===== config.mk =====
export PLATFORM = sky130hd
export DESIGN_NAME = fir_mac_sequencer_flat
export DESIGN_NICKNAME = d
export VERILOG_FILES = /design/src/rtl/fir_pkg.sv /design/src/rtl/fir_mac_sequencer_if.sv /design/src/rtl/fir_pair_mac.sv /design/src/rtl/fir_mac_sequencer.sv /design/src/flat_wrapper.sv
export SDC_FILE = /design/constraint.sdc
export NUM_CORES = 1
export LEC_CHECK = 0
export ABC_AREA = 1
export CORE_MARGIN = 2
export CORE_UTILIZATION = 45
export CTS_BUF_LIST = sky130_fd_sc_hd__clkbuf_4 sky130_fd_sc_hd__clkbuf_8 sky130_fd_sc_hd__clkbuf_16
export CTS_CLUSTER_DIAMETER = 30
export CTS_CLUSTER_SIZE = 30
export DETAILED_ROUTE_END_ITERATION = 10
export PLACE_DENSITY = 0.62
export SLEW_MARGIN = 10
export SYNTH_ARGS = -nofsm -noshare
export SYNTH_HDL_FRONTEND = slang
export SYNTH_SLANG_ARGS = --single-unit
export TNS_END_PERCENT = 30

===== constraint.sdc =====
create_clock -name clock -period 9.2 [get_ports clock]
set_clock_uncertainty 0.1 [all_clocks]
set_input_delay 1.38 -clock clock [delete_from_list [all_inputs] [get_ports clock]]
set_output_delay 1.38 -clock clock [all_outputs]
set_load 0.01 [all_outputs]

===== src/rtl/fir_pkg.sv =====
// Shared widths, default coefficient set and FSM state type for the FIR MAC sequencer.
// No logic lives here.
// No handshake; pure definitions.
package fir_pkg;

    localparam int DATA_W = 13;
    localparam int COEF_W = 12;
    localparam int TAPS   = 19;
    localparam int HALF   = (TAPS - 1) / 2;

    // Unique coefficients c[0..HALF]; element 0 is the rightmost entry.
    localparam logic [HALF:0][COEF_W-1:0] DEFAULT_COEF = {
        12'd1533, 12'd943, 12'd0, 12'd3859, 12'd0,
        12'd78,   12'd0,   12'd4075, 12'd0, 12'd3
    };

    typedef enum logic [1:0] {
        IDLE,
        MAC,
        DONE
    } state_e;

endpackage


===== src/rtl/fir_mac_sequencer_if.sv =====
// Sample-in / result-out handshake bundle for the FIR MAC sequencer (optional coefficient
// write port under FIR_COEF_LOAD_EN).
// master = sample source and result consumer side; slave = the sequencer.
interface fir_mac_sequencer_if;

    logic                        in_valid;
    logic                        in_ready;
    logic [fir_pkg::DATA_W-1:0]  in_data;
    logic                        flush;
    logic                        out_valid;
    logic                        out_ready;
    logic [fir_pkg::DATA_W-1:0]  out_data;
    logic                        busy;
`ifdef FIR_COEF_LOAD_EN
    logic                        coef_we;
    logic [3:0]                  coef_addr;
    logic [fir_pkg::COEF_W-1:0]  coef_wdata;
`endif

    modport master (
        output in_valid, in_data, flush, out_ready,
`ifdef FIR_COEF_LOAD_EN
        output coef_we, coef_addr, coef_wdata,
`endif
        input  in_ready, out_valid, out_data, busy
    );

    modport slave (
        input  in_valid, in_data, flush, out_ready,
`ifdef FIR_COEF_LOAD_EN
        input  coef_we, coef_addr, coef_wdata,
`endif
        output in_ready, out_valid, out_data, busy
    );

endinterface


===== src/rtl/fir_pair_mac.sv =====
// One symmetric-pair step: pre-add, multiply by coefficient, accumulate (all mod 2^DATA_W).
// Latency: purely combinational.
// Backpressure: none; the caller registers acc_next.
module fir_pair_mac
    import fir_pkg::*;
(
    input  logic [DATA_W-1:0] a,
    input  logic [DATA_W-1:0] b,
    input  logic [COEF_W-1:0] coef,
    input  logic [DATA_W-1:0] acc_in,
    input  logic              center_sel,
    output logic [DATA_W-1:0] acc_next
);

    logic [DATA_W-1:0]        pre_sum;
    logic [DATA_W+COEF_W-1:0] prod_full;

    // Center tap has no partner sample, so it bypasses the pre-adder.
    always_comb begin
        pre_sum   = center_sel ? a : a + b;
        prod_full = {{DATA_W{1'b0}}, coef} * {{COEF_W{1'b0}}, pre_sum};
        acc_next  = acc_in + prod_full[DATA_W-1:0];
    end

endmodule


===== src/rtl/fir_mac_sequencer.sv =====
// 19-tap symmetric FIR computed with one pair-MAC over 10 cycles; FIR_COEF_LOAD_EN adds a coefficient file.
// Latency: sample accepted at E0, out_valid after E10; initiation interval 12 cycles.
// Backpressure: in_ready only in IDLE without flush; result held in DONE until out_ready.
module fir_mac_sequencer
    import fir_pkg::*;
(
    input  logic                 clock,
    input  logic                 reset,
    fir_mac_sequencer_if.slave   bus
);

    localparam logic [3:0] IDX_LAST = 4'(HALF);
    localparam logic [4:0] TAP_LAST = 5'(TAPS - 1);

    state_e              state_q;
    logic [3:0]          idx_q;
    logic [DATA_W-1:0]   acc_q;
    logic [DATA_W-1:0]   acc_d;
    logic                out_vld_q;
    logic [DATA_W-1:0]   out_dat_q;
    logic [DATA_W-1:0]   dline_q [TAPS];
    logic [COEF_W-1:0]   coef_cur;
    logic [4:0]          lo_idx;
    logic [4:0]          hi_idx;
    logic                accept;
    logic                idle;

    assign idle         = (state_q == IDLE);
    assign bus.in_ready = idle && !bus.flush;
    assign bus.busy     = !idle;
    assign accept       = bus.in_valid && bus.in_ready;
    assign bus.out_valid = out_vld_q;
    assign bus.out_data  = out_dat_q;

    assign lo_idx = {1'b0, idx_q};
    assign hi_idx = TAP_LAST - lo_idx;

`ifdef FIR_COEF_LOAD_EN
    logic [COEF_W-1:0] coef_q [HALF+1];

    // Coefficient file: writes land only while idle and only for valid addresses.
    always_ff @(posedge clock or posedge reset) begin
        if (reset) begin
            for (int k = 0; k <= HALF; k++) coef_q[k] <= DEFAULT_COEF[k];
        end else if (idle && bus.coef_we && (bus.coef_addr <= IDX_LAST)) begin
            coef_q[bus.coef_addr] <= bus.coef_wdata;
        end
    end

    assign coef_cur = coef_q[idx_q];
`else
    assign coef_cur = DEFAULT_COEF[idx_q];
`endif

    fir_pair_mac u_pair_mac (
        .a          (dline_q[lo_idx]),
        .b          (dline_q[hi_idx]),
        .coef       (coef_cur),
        .acc_in     (acc_q),
        .center_sel (idx_q == IDX_LAST),
        .acc_next   (acc_d)
    );

    // Delay line: flush clears it in IDLE (flush beats a sample), an accept shifts it in.
    always_ff @(posedge clock or posedge reset) begin
        if (reset) begin
            for (int k = 0; k < TAPS; k++) dline_q[k] <= '0;
        end else if (idle && bus.flush) begin
            for (int k = 0; k < TAPS; k++) dline_q[k] <= '0;
        end else if (accept) begin
            dline_q[0] <= bus.in_data;
            for (int k = 1; k < TAPS; k++) dline_q[k] <= dline_q[k-1];
        end
    end

    // Sequencer FSM: accept, ten accumulation steps, then hold the result until taken.
    always_ff @(posedge clock or posedge reset) begin
        if (reset) begin
            state_q   <= IDLE;
            idx_q     <= '0;
            acc_q     <= '0;
            out_vld_q <= 1'b0;
            out_dat_q <= '0;
        end else begin
            case (state_q)
                IDLE: begin
                    if (accept) begin
                        state_q <= MAC;
                        idx_q   <= '0;
                        acc_q   <= '0;
                    end
                end
                MAC: begin
                    acc_q <= acc_d;
                    if (idx_q == IDX_LAST) begin
                        out_dat_q <= acc_d;
                        out_vld_q <= 1'b1;
                        idx_q     <= '0;
                        state_q   <= DONE;
                    end else begin
                        idx_q <= idx_q + 4'd1;
                    end
                end
                DONE: begin
                    if (bus.out_ready) begin
                        out_vld_q <= 1'b0;
                        state_q   <= IDLE;
                    end
                end
                default: state_q <= IDLE;
            endcase
        end
    end

endmodule

===== src/flat_wrapper.sv =====
// flat-port wrapper written by rule: the top's interface ports become plain ports
module fir_mac_sequencer_flat import fir_pkg::*;
  (clock, reset, bus_in_valid, bus_in_data, bus_flush, bus_out_ready, bus_in_ready, bus_out_valid, bus_out_data, bus_busy);
  fir_mac_sequencer_if bus_i ();
  input  logic clock;
  input  logic reset;
  input wire logic [$bits(bus_i.in_valid)-1:0] bus_in_valid;
  input wire logic [$bits(bus_i.in_data)-1:0] bus_in_data;
  input wire logic [$bits(bus_i.flush)-1:0] bus_flush;
  input wire logic [$bits(bus_i.out_ready)-1:0] bus_out_ready;
  output wire logic [$bits(bus_i.in_ready)-1:0] bus_in_ready;
  output wire logic [$bits(bus_i.out_valid)-1:0] bus_out_valid;
  output wire logic [$bits(bus_i.out_data)-1:0] bus_out_data;
  output wire logic [$bits(bus_i.busy)-1:0] bus_busy;
  assign bus_i.in_valid = bus_in_valid;
  assign bus_i.in_data = bus_in_data;
  assign bus_i.flush = bus_flush;
  assign bus_i.out_ready = bus_out_ready;
  assign bus_in_ready = bus_i.in_ready;
  assign bus_out_valid = bus_i.out_valid;
  assign bus_out_data = bus_i.out_data;
  assign bus_busy = bus_i.busy;
  fir_mac_sequencer u_core (.clock(clock), .reset(reset), .bus(bus_i));
endmodule

# --- Word level (Yosys, flattened, before mapping) ---
# Memory sizes are Yosys's and may differ from the RTL's.
# Index checks and enable logic that the tools add are counted.
totals:
  ff_bits: 280
  rom_bits: 192
  inputBits: 18
  output_inout_bits: 16
  elab_cells: 76
  n_memories: 1
op_classes:
  addsub: 4
  n_mul: 1
  n_lt_le_gt_ge: 3
  eq_ne: 6
  muxes: 22
  bitwise_logic: 2
  reduce_logical: 13
mem_list:
  columns: ["memory", "words", "word_bits", "read_ports", "rd_clocked_by_memory_dff", "wr", "line", "text"]
  rows:
  - ["(name not given)", 16, 12, 1, 0, 0, "fir_mac_sequencer.sv:52", "assign coef_cur = DEFAULT_COEF[idx_q];"]
ops:
  columns: ["cell", "count"]
  rows:
  - ["2-to-1 mux 247 bit", 2]
  - ["binary-select mux 13 bit (select 5 bit)", 2]
  - ["2-to-1 mux 13 bit", 6]
  - ["adder 13 bit", 2]
  - ["one-hot mux 13 bit (2 select lines)", 1]
  - ["multiplier 12 x 13 -> 13 bit", 1]
  - [">= comparator 6 bit (second input constant)", 2]
  - ["2-to-1 mux 12 bit", 1]
  - ["2-to-1 mux 4 bit", 2]
  - ["one-hot mux 4 bit (2 select lines)", 1]
  - ["2-to-1 mux 2 bit", 3]
  - ["inverter 4 -> 6 bit", 1]
  - ["inverter 5 -> 6 bit", 1]
  - ["one-hot mux 2 bit (3 select lines)", 1]
  - ["AND reduction 3 bit", 2]
  - ["nonzero test 2 bit", 3]
  - ["< comparator 4 x 5 -> 1 bit (second input constant)", 1]
  - ["subtractor 5 x 4 -> 5 bit (first input constant)", 1]
  - ["adder 4 x 1 -> 4 bit (second input constant)", 1]
  - ["equality test 4 bit (second input constant)", 1]
  - ["inequality test 2 bit (second input constant)", 2]
  - ["AND reduction 2 bit", 2]
  - ["logical AND 1 bit", 3]
  - ["equality test 2 x 1 -> 1 bit (second input constant)", 1]
  - ["6 further kinds", 8]

# --- Longest topological paths before layout ---
depth:
  word_depth: 10
  ltp_mapped: 52

# --- By module ---
# Synthesis repeated with hierarchy kept, for this count alone.
hier_totals:
  hier_cells: 2151
  area_unflattened_um2: 17629.4
by_module_without_submodules:
  columns: ["module", "n_inst", "cells_per_inst", "area_each_um2", "seq_area_each_um2"]
  rows:
  - ["fir_mac_sequencer", 1, 1554, 13719.4, 7006.7]
  - ["fir_pair_mac", 1, 597, 3910.0, 0.0]

# --- Worst setup path after synthesis ---
# Ideal clock, no wire load.
synth_timing:
  kind: "register to register"
  startpoint: "reg u_core.idx_q[1]"
  endpoint: "reg u_core.out_dat_q[12], in the netlist u_core.bus.out_data[12]"
  setup_ns: 0.118
  t_arrival_ns: 7.855
  path_slack_ns: 1.127
  path_stages_with_launch: 46
  n_path_buf: 4
  cell_sequence: "dfrtp_1 > inv_2 > clkbuf_1 > ha_1 > clkbuf_1 > clkbuf_1 > clkbuf_1 > a22oi_1 > o21ai_0 > nand2_1 > inv_1 > ha_1 > inv_1 > fa_1 > inv_1 > nand2_1 > nand2_1 > nand2_1 > [10 not listed] > fa_1 > inv_1 > ha_1 > inv_1 > nor3_1 > nand3_1 > nand3_1 > inv_1 > nand2_1 > nand2_1 > nand2_1 > inv_1 > nor2_1 > nand3_1 > nand2_1 > nand2_1 > nand3_1 > nand2_1"
synth_between:
  elab_chain_len: 9
synth_lines:
  columns: ["item", "line", "text"]
  rows:
  - ["start, declared", "fir_mac_sequencer.sv:16", "logic [3:0] idx_q;"]
  - ["start signal, assigned", "fir_mac_sequencer.sv:101", "idx_q <= idx_q + 4'd1;"]
  - ["subtractor 5 x 4 -> 5 bit", "fir_mac_sequencer.sv:36", "assign hi_idx = TAP_LAST - lo_idx;"]
  - ["inverter 5 -> 6 bit (not written as such)", "fir_mac_sequencer.sv:57", ".b (dline_q[hi_idx]),"]
  - ["binary-select mux 13 bit (select 5 bit)", "fir_mac_sequencer.sv:57", null]
  - ["2-to-1 mux 13 bit (not written as such) (2 in series)", "fir_mac_sequencer.sv:57", null]
  - ["adder 13 bit", "fir_pair_mac.sv:20", "pre_sum = center_sel ? a : a + b;"]
  - ["2-to-1 mux 13 bit", "fir_pair_mac.sv:20", null]
  - ["multiplier 12 x 13 -> 13 bit", "fir_pair_mac.sv:21", "prod_full = {{DATA_W{1'b0}}, coef} * {{COEF_W{1'b0}}, pre_sum};"]
  - ["adder 13 bit", "fir_pair_mac.sv:22", "acc_next = acc_in + prod_full[DATA_W-1:0];"]
  - ["end signal, assigned", "fir_mac_sequencer.sv:83", "out_dat_q <= '0;"]
  - ["end signal, assigned", "fir_mac_sequencer.sv:96", "out_dat_q <= acc_d;"]
  - ["end, declared", "fir_mac_sequencer.sv:20", "logic [DATA_W-1:0] out_dat_q;"]
# Several ways; a longest one is shown, not always the timed one. The select of a mux whose other input is x is not followed.
# A chain may end at the register's enable or synchronous reset.

# --- Worst setup path in the final report ---
# Ends and elaborated chain as after synthesis.

==> flow_summary.yaml <==
setup_path:
  crit_arrival_ns: 8.97
  cp_num_buf_inv: 10
  cp_slowest_cell: "dfrtp_1"
  start_kind: "register"
  cp.required_ns: 9.54
  path_delay_family: "adder cells"
  cpPeakStageDelay_ns: 0.61
  crit_path_end_kind: "register"
  crit_fanout: 30
  criticalPathCategory: "register to register"
  path_common_cell: "nand2_1"
routing:
  viasPerCell: 5.44
  wl_per_cell_um: 18.4
  dr_wl_met2_um: 24500
  drc_errors: 0
  route.met3.wl_um: 3260
  met1_length_um: 23300
  final_antenna_net_count: 0
  top_layer: "met4"
  num_vias: 15600
  first_iter_violations: 1341
  drt_first_pass_iters: 6
  routed_wl_um: 52600
logic_synthesis:
  async_reset_ff_share_pct: 100
  synth_cells: 2278
  ys_warn_count: 0
  seq_area_frac_synth_pct: 40.0
  syn_avg_cell_area_um2: 7.69
  synth_seq_cells: 280
  synthDistinctLibCells: 43
  synth_ff_type: "dfrtp_1"
  syn_nets: 2408
  synth-edff-count: 0
  syn-cell-area_um2: 17500
sta:
  timing.fmax_ghz: 0.116
  final-setup-viol-count: 0
  finalCritPeriodShare_pct: 93.8
  tns_ns: 0
  rsz0062_at_grt: "false"
  finalMaxSlewViolations: 0
  period_needed_ns: 8.63
  worst_pin_slew_ns: 1.12
  hold_viol: 0
  relSlewSlack_pct: 25.3
clocking:
  cts_tree: "built"
  clockRootBuffer: "clkbuf_16"
  cts_setup_buffers: 0
  cts_buffer_depth: 3
  cts.sinks: 280
  htree_levels: 3
  clock_latency_ns: 0.57
  hold_buffers: 0
  cts_resized: 0
  cts_made_buffers: 73
  clk_pin_slew_ns: 0.04
die:
  die_w_um: 201
  rows: 72
  initial_core_util_pct: 45.4
  dieArea_um2: 40500
  core_area_um2: 38600
  dieHeight_um: 201
  io_pins: 34
final_layout:
  fin_nets: 2421
  nFillCells: 3715
  antenna_cells: 0
  drive_above_1_share_pct: 8.18
  syn2layout_area_growth_pct: 18.8
hold_path:
  min_path_type: "register to register"
grt:
  grt_use_total_pct: 26.3
  grt-ovfl-total: 0
  grt_max_degree: 179
  grt_pass1_wl_um: 83900
  antenna_found_initial: 0
  grt_pass1_vias: 15400
placed_design:
  gp_congestion: 0.912
  detailed_place_hpwl_um: 36000
  portBuffers: 33
flow_run:
  maxCapViolations: 0
run_status:
  outcome: "finished, final reports clean"
==> layer usage <==
metal	up-vias	track usage, %
met5	-	0
met4	0	9.80
met3	97	5.20
met2	507	42.3
met1	7530	35.2
li1	7460	-
==> cells in the final DEF, fill, tap and decap left out, types with 12 or more instances in the layout <==
master,n
a21oi_1,47
nand3_1,154
dfrtp_1,279
inv_1,423
clkbuf_16,76
ha_1,51
fa_1,60
buf_4,29
o21ai_0,158
clkdlybuf4s50_1,33
nor2_1,119
clkinv_2,13
o22ai_1,232
nand2_1,491
o21ai_1,22
xor2_1,12
a22oi_1,12
==> stage by stage <==
step / hold slack [ns] / std cells / cell area (um^2) / util (%) / setup slack [ns]
after global placement: 0.369 / 2734 / 18200 / 47.2 / 0.915
final: 0.380 / 2864 / 20800 / 54.0 / 0.572
after global routing: 0.418 / 2864 / 20800 / 54.0 / 0.0943
after floorplan: 0.359 / 2278 / 17500 / - / 1.13
after detailed placement: 0.373 / 2734 / 18200 / 47.2 / 0.741
after CTS: 0.382 / 2864 / 20800 / 54.0 / 0.710
==> cell families (layout without fill, tap and decap cells) <==
family	after synthesis	after routing	synth area share, %
and+or+nand+nor	796	796	18.7
buffers and inverters	561	629	12.6
AOI/OAI and AO/OA	514	514	17.3
DFF	280	280	40.0
adders and majority gates	112	112	10.6
xor gates and xnor gates	15	15	0.750
==> final timing paths <==
check / cells after the start / end / from / slack, ns
max: 42 / u_core.bus.out_data[12] / u_core.idx_q[1] / 0.57
min: 2 / u_core.bus.out_valid / u_core.bus.out_valid / 0.38
max reg2reg: 42 / u_core.bus.out_data[12] / u_core.idx_q[1] / 0.57
min reg2reg: 2 / u_core.bus.out_valid / u_core.bus.out_valid / 0.38
max in group asynchronous: 3 / u_core.idx_q[0] / reset / 6.27
min in group asynchronous: 2 / u_core.dline_q[74] / reset / 1.11
==> synthesized netlist by cell type (6+ instances only) <==
cell type | number | share of area [%]
a21oi_1 | 47 | 1.3
a22oi_1 | 12 | 0.51
buf_2 | 25 | 0.71
buf_4 | 6 | 0.26
buf_6 | 7 | 0.45
clkbuf_1 | 85 | 1.8
dfrtp_1 | 280 | 40
fa_1 | 60 | 6.9
ha_1 | 52 | 3.7
inv_1 | 425 | 9.1
inv_2 | 9 | 0.19
nand2_1 | 492 | 11
nand3_1 | 154 | 4.4
nand4_1 | 11 | 0.39
nor2_1 | 120 | 2.6
o211ai_1 | 10 | 0.43
o21ai_0 | 158 | 4.5
o21ai_1 | 22 | 0.63
o22ai_1 | 232 | 8.3
xor2_1 | 12 | 0.60
==> layout make-up <==
cell class / count / area (um^2) / area share [%]
Timing Repair Buffer: 65 / 608 / 2.92
Sequential cell: 280 / 7010 / 33.7
Clock inverter: 35 / 489 / 2.35
Inverter: 434 / 1630 / 7.85
Clock buffer: 95 / 2110 / 10.1
Multi-Input combinational cell: 1437 / 8310 / 39.9
Tap cell: 518 / 648 / 3.12
==> registers in the layout, indices dropped and copies added, names as in the netlist <==
register,flops
u_core.state_q,2
u_core.bus.out_data,13
u_core.idx_q,4
u_core.acc_q,13
u_core.bus.out_valid,1
u_core.dline_q,247
==> worst min-delay path, stage by stage (launching register included) <==
cell and delay, ns:
dfrtp_1 0.33, nand2_1 0.05, nand2_1 0.06
Power is left out: the tool's default activity adds up to more than one toggle a clock period on the data nets, which glitch-free logic cannot reach.
